[src/rtl/router_pkg.sv]
`default_nettype none
// ============================================================================
//  Module      : router_pkg
//  Description : Shared router types: address/flit widths, flit type
//                encoding, flit layout and the receiver checker states.
//  Revision    : 1.0 - initial release
// ============================================================================
package router_pkg;

    localparam int ADDR_W    = 2;
    localparam int PAYLOAD_W = 22;
    localparam int FLIT_W    = 2 + 4 * ADDR_W + PAYLOAD_W;

    typedef enum logic [1:0] {
        HEAD   = 2'b00,
        BODY   = 2'b01,
        TAIL   = 2'b10,
        SINGLE = 2'b11
    } flit_type_t;

    typedef struct packed {
        flit_type_t            flit_type;
        logic [ADDR_W-1:0]     xdest;
        logic [ADDR_W-1:0]     ydest;
        logic [ADDR_W-1:0]     xsrc;
        logic [ADDR_W-1:0]     ysrc;
        logic [PAYLOAD_W-1:0]  payload;
    } FLIT_t;

    typedef enum logic {
        IDLE   = 1'b0,
        IN_PKT = 1'b1
    } rx_state_t;

endpackage
`default_nettype wire

[src/rtl/rx_fifo.sv]
`default_nettype none
// ============================================================================
//  Module      : rx_fifo
//  Description : Synchronous FIFO with a combinational head read and a
//                free-slot count. The caller gates push/pop: a push is only
//                issued when a slot is (or is simultaneously being) freed.
//  Revision    : 1.0 - initial release
// ============================================================================
module rx_fifo #(
    parameter int DEPTH = 4,
    parameter int WIDTH = 32
) (
    input  logic                     clk,
    input  logic                     rst,
    input  logic                     push,
    input  logic                     pop,
    input  logic [WIDTH-1:0]         din,
    output logic [WIDTH-1:0]         dout,
    output logic                     full,
    output logic                     empty,
    output logic [$clog2(DEPTH):0]   free_cnt
);

    localparam int AW = $clog2(DEPTH);
    localparam int CW = AW + 1;

    logic [WIDTH-1:0] mem [DEPTH];
    logic [AW-1:0]    wr_ptr;
    logic [AW-1:0]    rd_ptr;
    logic [CW-1:0]    count;

    // Storage write; contents need no reset because occupancy gates reads.
    always_ff @(posedge clk) begin
        if (push) begin
            mem[wr_ptr] <= din;
        end
    end

    // Pointers wrap naturally since DEPTH is a power of two.
    always_ff @(posedge clk or posedge rst) begin
        if (rst) begin
            wr_ptr <= '0;
            rd_ptr <= '0;
            count  <= '0;
        end else begin
            if (push) wr_ptr <= wr_ptr + 1'b1;
            if (pop)  rd_ptr <= rd_ptr + 1'b1;
            case ({push, pop})
                2'b10:   count <= count + 1'b1;
                2'b01:   count <= count - 1'b1;
                default: count <= count;
            endcase
        end
    end

    assign dout     = mem[rd_ptr];
    assign full     = (count == CW'(DEPTH));
    assign empty    = (count == '0);
    assign free_cnt = CW'(DEPTH) - count;

endmodule
`default_nettype wire

[src/rtl/traffic_receiver.sv]
`default_nettype none
// ============================================================================
//  Module      : traffic_receiver
//  Description : Ejection endpoint for a router LOCAL port. Captures flits
//                under on/off flow control, buffers them, drains at the
//                consumer's pace, checks packet framing/destination/sequence
//                and keeps saturating packet, flit and error statistics.
//  Revision    : 1.0 - initial release
// ============================================================================
module traffic_receiver
    import router_pkg::*;
#(
    parameter int XADDR = 0,
    parameter int YADDR = 0,
    parameter int DEPTH = 4,
    parameter int SLACK = 2,
    parameter int CNT_W = 16
) (
    input  logic                  clk,
    input  logic                  reset_n,
    input  logic [FLIT_W-1:0]     i_flit,
    input  logic                  i_rec_req,
    output logic                  o_rec_ack,
    input  logic                  i_drain_en,
    output logic [FLIT_W-1:0]     o_flit,
    output logic                  o_pop,
    output logic [CNT_W-1:0]      o_pkt_cnt,
    output logic [CNT_W-1:0]      o_flit_cnt,
    output logic [CNT_W-1:0]      o_err_cnt,
    output logic                  o_overflow,
    output logic [2*ADDR_W-1:0]   o_last_src
);

    localparam int CW = $clog2(DEPTH) + 1;

    logic              full;
    logic              empty;
    logic [CW-1:0]     free_cnt;
    logic [CW-1:0]     free_nxt;
    logic [FLIT_W-1:0] fifo_dout;
    FLIT_t             head;
    logic              pop_ok;
    logic              push_ok;
    logic              ovf_evt;
    logic [1:0]        err_inc;

    rx_state_t         state;
    rx_state_t         state_d;
    logic [7:0]        seq;
    logic [7:0]        seq_d;
    logic              start;
    logic              pkt_inc;
    logic              chk_err;
    logic              latch_src;
    logic              dest_bad;

    // A popping cycle frees a slot, so a full FIFO can still accept a flit.
    assign pop_ok   = i_drain_en && !empty;
    assign push_ok  = i_rec_req && (!full || pop_ok);
    assign ovf_evt  = i_rec_req && full && !pop_ok;
    assign free_nxt = free_cnt - CW'(push_ok) + CW'(pop_ok);

    rx_fifo #(
        .DEPTH (DEPTH),
        .WIDTH (FLIT_W)
    ) u_fifo (
        .clk      (clk),
        .rst      (reset_n),
        .push     (push_ok),
        .pop      (pop_ok),
        .din      (i_flit),
        .dout     (fifo_dout),
        .full     (full),
        .empty    (empty),
        .free_cnt (free_cnt)
    );

    assign head     = FLIT_t'(fifo_dout);
    assign dest_bad = (head.xdest != ADDR_W'(XADDR)) || (head.ydest != ADDR_W'(YADDR));

    // Saturating add used by all statistics counters.
    function automatic logic [CNT_W-1:0] sat_add(input logic [CNT_W-1:0] a,
                                                 input logic [1:0]       inc);
        logic [CNT_W:0] sum;
        sum = {1'b0, a} + {{(CNT_W-1){1'b0}}, inc};
        return sum[CNT_W] ? {CNT_W{1'b1}} : sum[CNT_W-1:0];
    endfunction

    // Checker state register: packet-in-progress flag and expected sequence.
    always_ff @(posedge clk or posedge reset_n) begin
        if (reset_n) begin
            state <= IDLE;
            seq   <= '0;
        end else begin
            state <= state_d;
            seq   <= seq_d;
        end
    end

    // Checker next-state: a HEAD/SINGLE inside a packet abandons it and is
    // then handled exactly as if it had arrived in IDLE.
    always_comb begin
        state_d   = state;
        seq_d     = seq;
        start     = 1'b0;
        pkt_inc   = 1'b0;
        chk_err   = 1'b0;
        latch_src = 1'b0;
        if (pop_ok) begin
            case (state)
                IDLE: start = 1'b1;
                IN_PKT: begin
                    case (head.flit_type)
                        BODY: begin
                            if (head.payload[7:0] != seq) chk_err = 1'b1;
                            seq_d = seq + 8'd1;
                        end
                        TAIL: begin
                            if (head.payload[7:0] != seq) chk_err = 1'b1;
                            pkt_inc = 1'b1;
                            state_d = IDLE;
                        end
                        default: begin
                            chk_err = 1'b1;
                            start   = 1'b1;
                        end
                    endcase
                end
                default: state_d = IDLE;
            endcase
            if (start) begin
                case (head.flit_type)
                    HEAD: begin
                        if (dest_bad) chk_err = 1'b1;
                        latch_src = 1'b1;
                        seq_d     = 8'd0;
                        state_d   = IN_PKT;
                    end
                    SINGLE: begin
                        if (dest_bad) chk_err = 1'b1;
                        latch_src = 1'b1;
                        pkt_inc   = 1'b1;
                        state_d   = IDLE;
                    end
                    default: begin
                        chk_err = 1'b1;
                        state_d = IDLE;
                    end
                endcase
            end
        end
    end

    // Overflow and checker are separate error sources; both may add at once.
    assign err_inc = {1'b0, ovf_evt} + {1'b0, chk_err};

    // Output registers: pop strobe/data, flow control and statistics.
    always_ff @(posedge clk or posedge reset_n) begin
        if (reset_n) begin
            o_flit     <= '0;
            o_pop      <= 1'b0;
            o_rec_ack  <= 1'b1;
            o_pkt_cnt  <= '0;
            o_flit_cnt <= '0;
            o_err_cnt  <= '0;
            o_overflow <= 1'b0;
            o_last_src <= '0;
        end else begin
            o_pop      <= pop_ok;
            if (pop_ok) o_flit <= fifo_dout;
            o_rec_ack  <= (free_nxt > CW'(SLACK));
            o_pkt_cnt  <= sat_add(o_pkt_cnt, {1'b0, pkt_inc});
            o_flit_cnt <= sat_add(o_flit_cnt, {1'b0, push_ok});
            o_err_cnt  <= sat_add(o_err_cnt, err_inc);
            if (ovf_evt)   o_overflow <= 1'b1;
            if (latch_src) o_last_src <= {head.ysrc, head.xsrc};
        end
    end

endmodule
`default_nettype wire

[config.mk]
export PLATFORM = sky130hd
export DESIGN_NAME = traffic_receiver
export DESIGN_NICKNAME = d
export VERILOG_FILES = /design/src/rtl/router_pkg.sv /design/src/rtl/rx_fifo.sv /design/src/rtl/traffic_receiver.sv
export SDC_FILE = /design/constraint.sdc
export NUM_CORES = 1
export LEC_CHECK = 0
export BUFFER_PORTS_ARGS = -buffer_cell sky130_fd_sc_hd__buf_2
export CORE_AREA = 10 10 109 184
export CTS_BUF_LIST = sky130_fd_sc_hd__clkbuf_4 sky130_fd_sc_hd__clkbuf_8 sky130_fd_sc_hd__clkbuf_16
export CTS_CLUSTER_DIAMETER = 200
export DETAILED_ROUTE_END_ITERATION = 10
export DIE_AREA = 0 0 119 194
export GPL_ROUTABILITY_DRIVEN = 1
export MAX_ROUTING_LAYER = met4
export PLACE_DENSITY = 0.77
export RECOVER_POWER = 25
export SYNTH_ARGS = -nofsm -noshare
export SYNTH_HDL_FRONTEND = slang
export SYNTH_HIERARCHICAL = 1
export SYNTH_SLANG_ARGS = --single-unit
[constraint.sdc]
create_clock -name clk -period 3.7 [get_ports clk]
set_input_delay 0.37 -clock clk [delete_from_list [all_inputs] [get_ports clk]]
set_output_delay 0.37 -clock clk [all_outputs]
set_load 0.1 [all_outputs]
==> results.tsv <==
metric	value	unit
wl_per_cell	19.0	um
grt_pass1_wl	32.1	mm
synth_most_common_cell	nand2_1	
synth_area_leader_cell	edfxtp_1	
first_pass_iters	4	
slew_headroom	40.7	%
finalCritPeriodShare	92.9	%
post-cts-setup-buffer-count	0	
hold_slack	126	ps
cts_tree	done	
post_drt_via_cell_ratio	5.52	
grt_pass1_vias	6344	
ys_seq_elements	231	
nets	857	
cp.arrival	3870	ps
yosys_warnings	6	
start_util	56.8	%
ant_nets	0	
synthTopCellsByCount	nand2_1, edfxtp_1, dfrtp_1	
setup_viol	0	
fp-row-count	63	
hold_class	in -> reg	
h-tree-depth	1	
required	4130	ps
root_buffer	clkbuf_16	
rsz0062_at_grt	false	
max_freq	291	MHz
hold_viol	0	
drt_iter0_markers	438	
syn_avg_cell_area	14.5	sq um
synth_area_leaders	edfxtp_1, dfrtp_1, mux4_2	
n_antenna_cell	0	
clkLatencyLatePin	500	ps
grtUsageTotal	17.5	%
start_kind	flip-flop	
num_io_pins	123	
dieArea	0.0231	sq mm
clkTransAtPathRegs	60	ps
die-width	119	um
tns	0	ps
numCtsBuffers	22	
synth_edf_count	128	
worst_pin_slew	890	ps
synthCells	661	
drv_slew	0	
io_buffers	122	
synth_area	0.00958	sq mm
outcome	completed	
post-route-drc-count	0	
core	0.0169	sq mm
gp_congestion	0.880	
overflow	0	
drive_above_1_share	23.7	%
vias	5747	
end_kind	flip-flop	
critPathMaxFanout	10	
synth-seq-area-share	67.0	%
synth_cell_types	47	
synth_nets	720	
antenna_found_initial	0	
syn_to_final_growth	16.3	%
wirelength	19.8	mm
post-route-min-period	3440	ps
cts.sinks	231	
ys.flop_type	edfxtp_1	
dp_hpwl	14.0	mm
maxCapViolCount	0	
fin_worst_skew	11.6	ps
worst-setup-path-type	reg -> reg	
fp.dieH	194	um
grt_max_degree	48	
ys_async_sr_fraction	44.6	%
cts_buffer_depth	3	
synth_top_area_share	40.1	%
-- through the flow --
| step | utilization (%) | setup slack, ps | cell area [sq um] | cells |
|---|---|---|---|---|
| 2_1_floorplan | - | 414 | 9580 | 661 |
| 3_3_place_gp | 61.8 | 302 | 10400 | 1000 |
| 3_5_place_dp | 61.8 | 167 | 10400 | 1000 |
| 4_1_cts | 66.3 | 160 | 11200 | 1041 |
| 5_1_grt | 66.1 | 44.2 | 11100 | 1041 |
| 6_report | 66.1 | 261 | 11100 | 1041 |
-- path summary, 6_finish.rpt --
| path | startpoint | slack (ps) | cells past startpoint | to |
|---|---|---|---|---|
| setup / recovery | u_fifo/rd_ptr[0]$_DFFE_PP0P_ | 260 | 14 | o_err_cnt[5]$_DFF_PP0_ |
| hold / removal | i_flit[8] | 130 | 1 | u_fifo/mem[3][8]$_DFFE_PP_ |
| max in group asynchronous | reset_n | 2470 | 4 | o_flit[21]$_DFFE_PP0P_ |
| setup reg to reg | u_fifo/rd_ptr[0]$_DFFE_PP0P_ | 260 | 14 | o_err_cnt[5]$_DFF_PP0_ |
| hold reg to reg | o_flit[22]$_DFFE_PP0P_ | 470 | 2 | o_flit[22]$_DFFE_PP0P_ |
| min in group asynchronous | reset_n | 360 | 3 | o_pkt_cnt[10]$_DFF_PP0_ |
-- layout by cell type (no fill, tap or decap), types with 9 or more instances in the layout --
cell type	instances
dfrtp_1	101
xor2_1	26
o21ai_0	9
inv_1	18
xnor2_1	25
mux2_2	9
clkbuf_16	23
ha_1	20
and3_1	12
and4_1	9
nand3_1	22
buf_2	89
clkbuf_1	33
mux4_2	28
buf_4	13
nor2_1	18
edfxtp_1	128
nand2_1	140
nand4_1	12
-- worst max-delay path, cell delays in order, from the launching register on --
cell and delay [ps]:
dfrtp_2 430, mux4_1 620, inv_1 140, ha_1 290
nand2_1 120, nor4_1 60, buf_4 130, nor3_1 270
fa_1 290, ha_1 250, nand3_1 150, nor2_2 220
nand3_1 130, buf_4 200, nand2_1 70
-- logic make-up after synthesis --
kind of cell / after synthesis / share of synthesized area [%]
AO/OA/AOI/OAI: 21 / 1.33
XOR/XNOR: 51 / 4.66
adder cells (fa/ha/maj): 23 / 3.24
buffers and inverters: 44 / 2.53
flip-flops: 231 / 67.0
multiplexers: 45 / 9.16
AND/OR/NAND/NOR: 246 / 12.0
-- final cells by class --
cell class,count,area [sq um]
Tap cell,227,284
Timing Repair Buffer,137,688
Inverter,20,76.3
Fill cell,1260,5720
Clock buffer,29,627
Multi-Input combinational cell,386,2920
Sequential cell,231,6420
Clock inverter,11,121
-- flip-flops by register name, indices dropped and copies added, names as in the netlist --
| signal | flops |
|---|---|
| u_fifo/wr_ptr | 2 |
| u_fifo/rd_ptr | 2 |
| o_flit_cnt | 16 |
| o_err_cnt | 16 |
| o_flit | 32 |
| state | 1 |
| u_fifo/mem | 128 |
| u_fifo/count | 3 |
| o_pop | 1 |
| o_overflow | 1 |
| o_pkt_cnt | 16 |
| o_rec_ack | 1 |
| seq | 8 |
| o_last_src | 4 |
-- routing by layer --
metal	wire (um)	vias up	part of all wire (%)	GRT usage [%]
met5	0	-	0	-
met3	981	41	5.0	2.89
li1	-	2634	-	-
met2	11100	165	56	31.9
met1	7200	2907	36	18.4
met4	552	0	2.8	6.29
-- repair_timing --
item                       4_1_cts  5_1_grt
hold buffers                     1        0
gates resized for setup          0        2
setup endpoints to repair        0       13
hold endpoints to repair        12        0
Power is not shown: default switching activity piles up to over one toggle a cycle in this logic, so the estimate is an artifact.
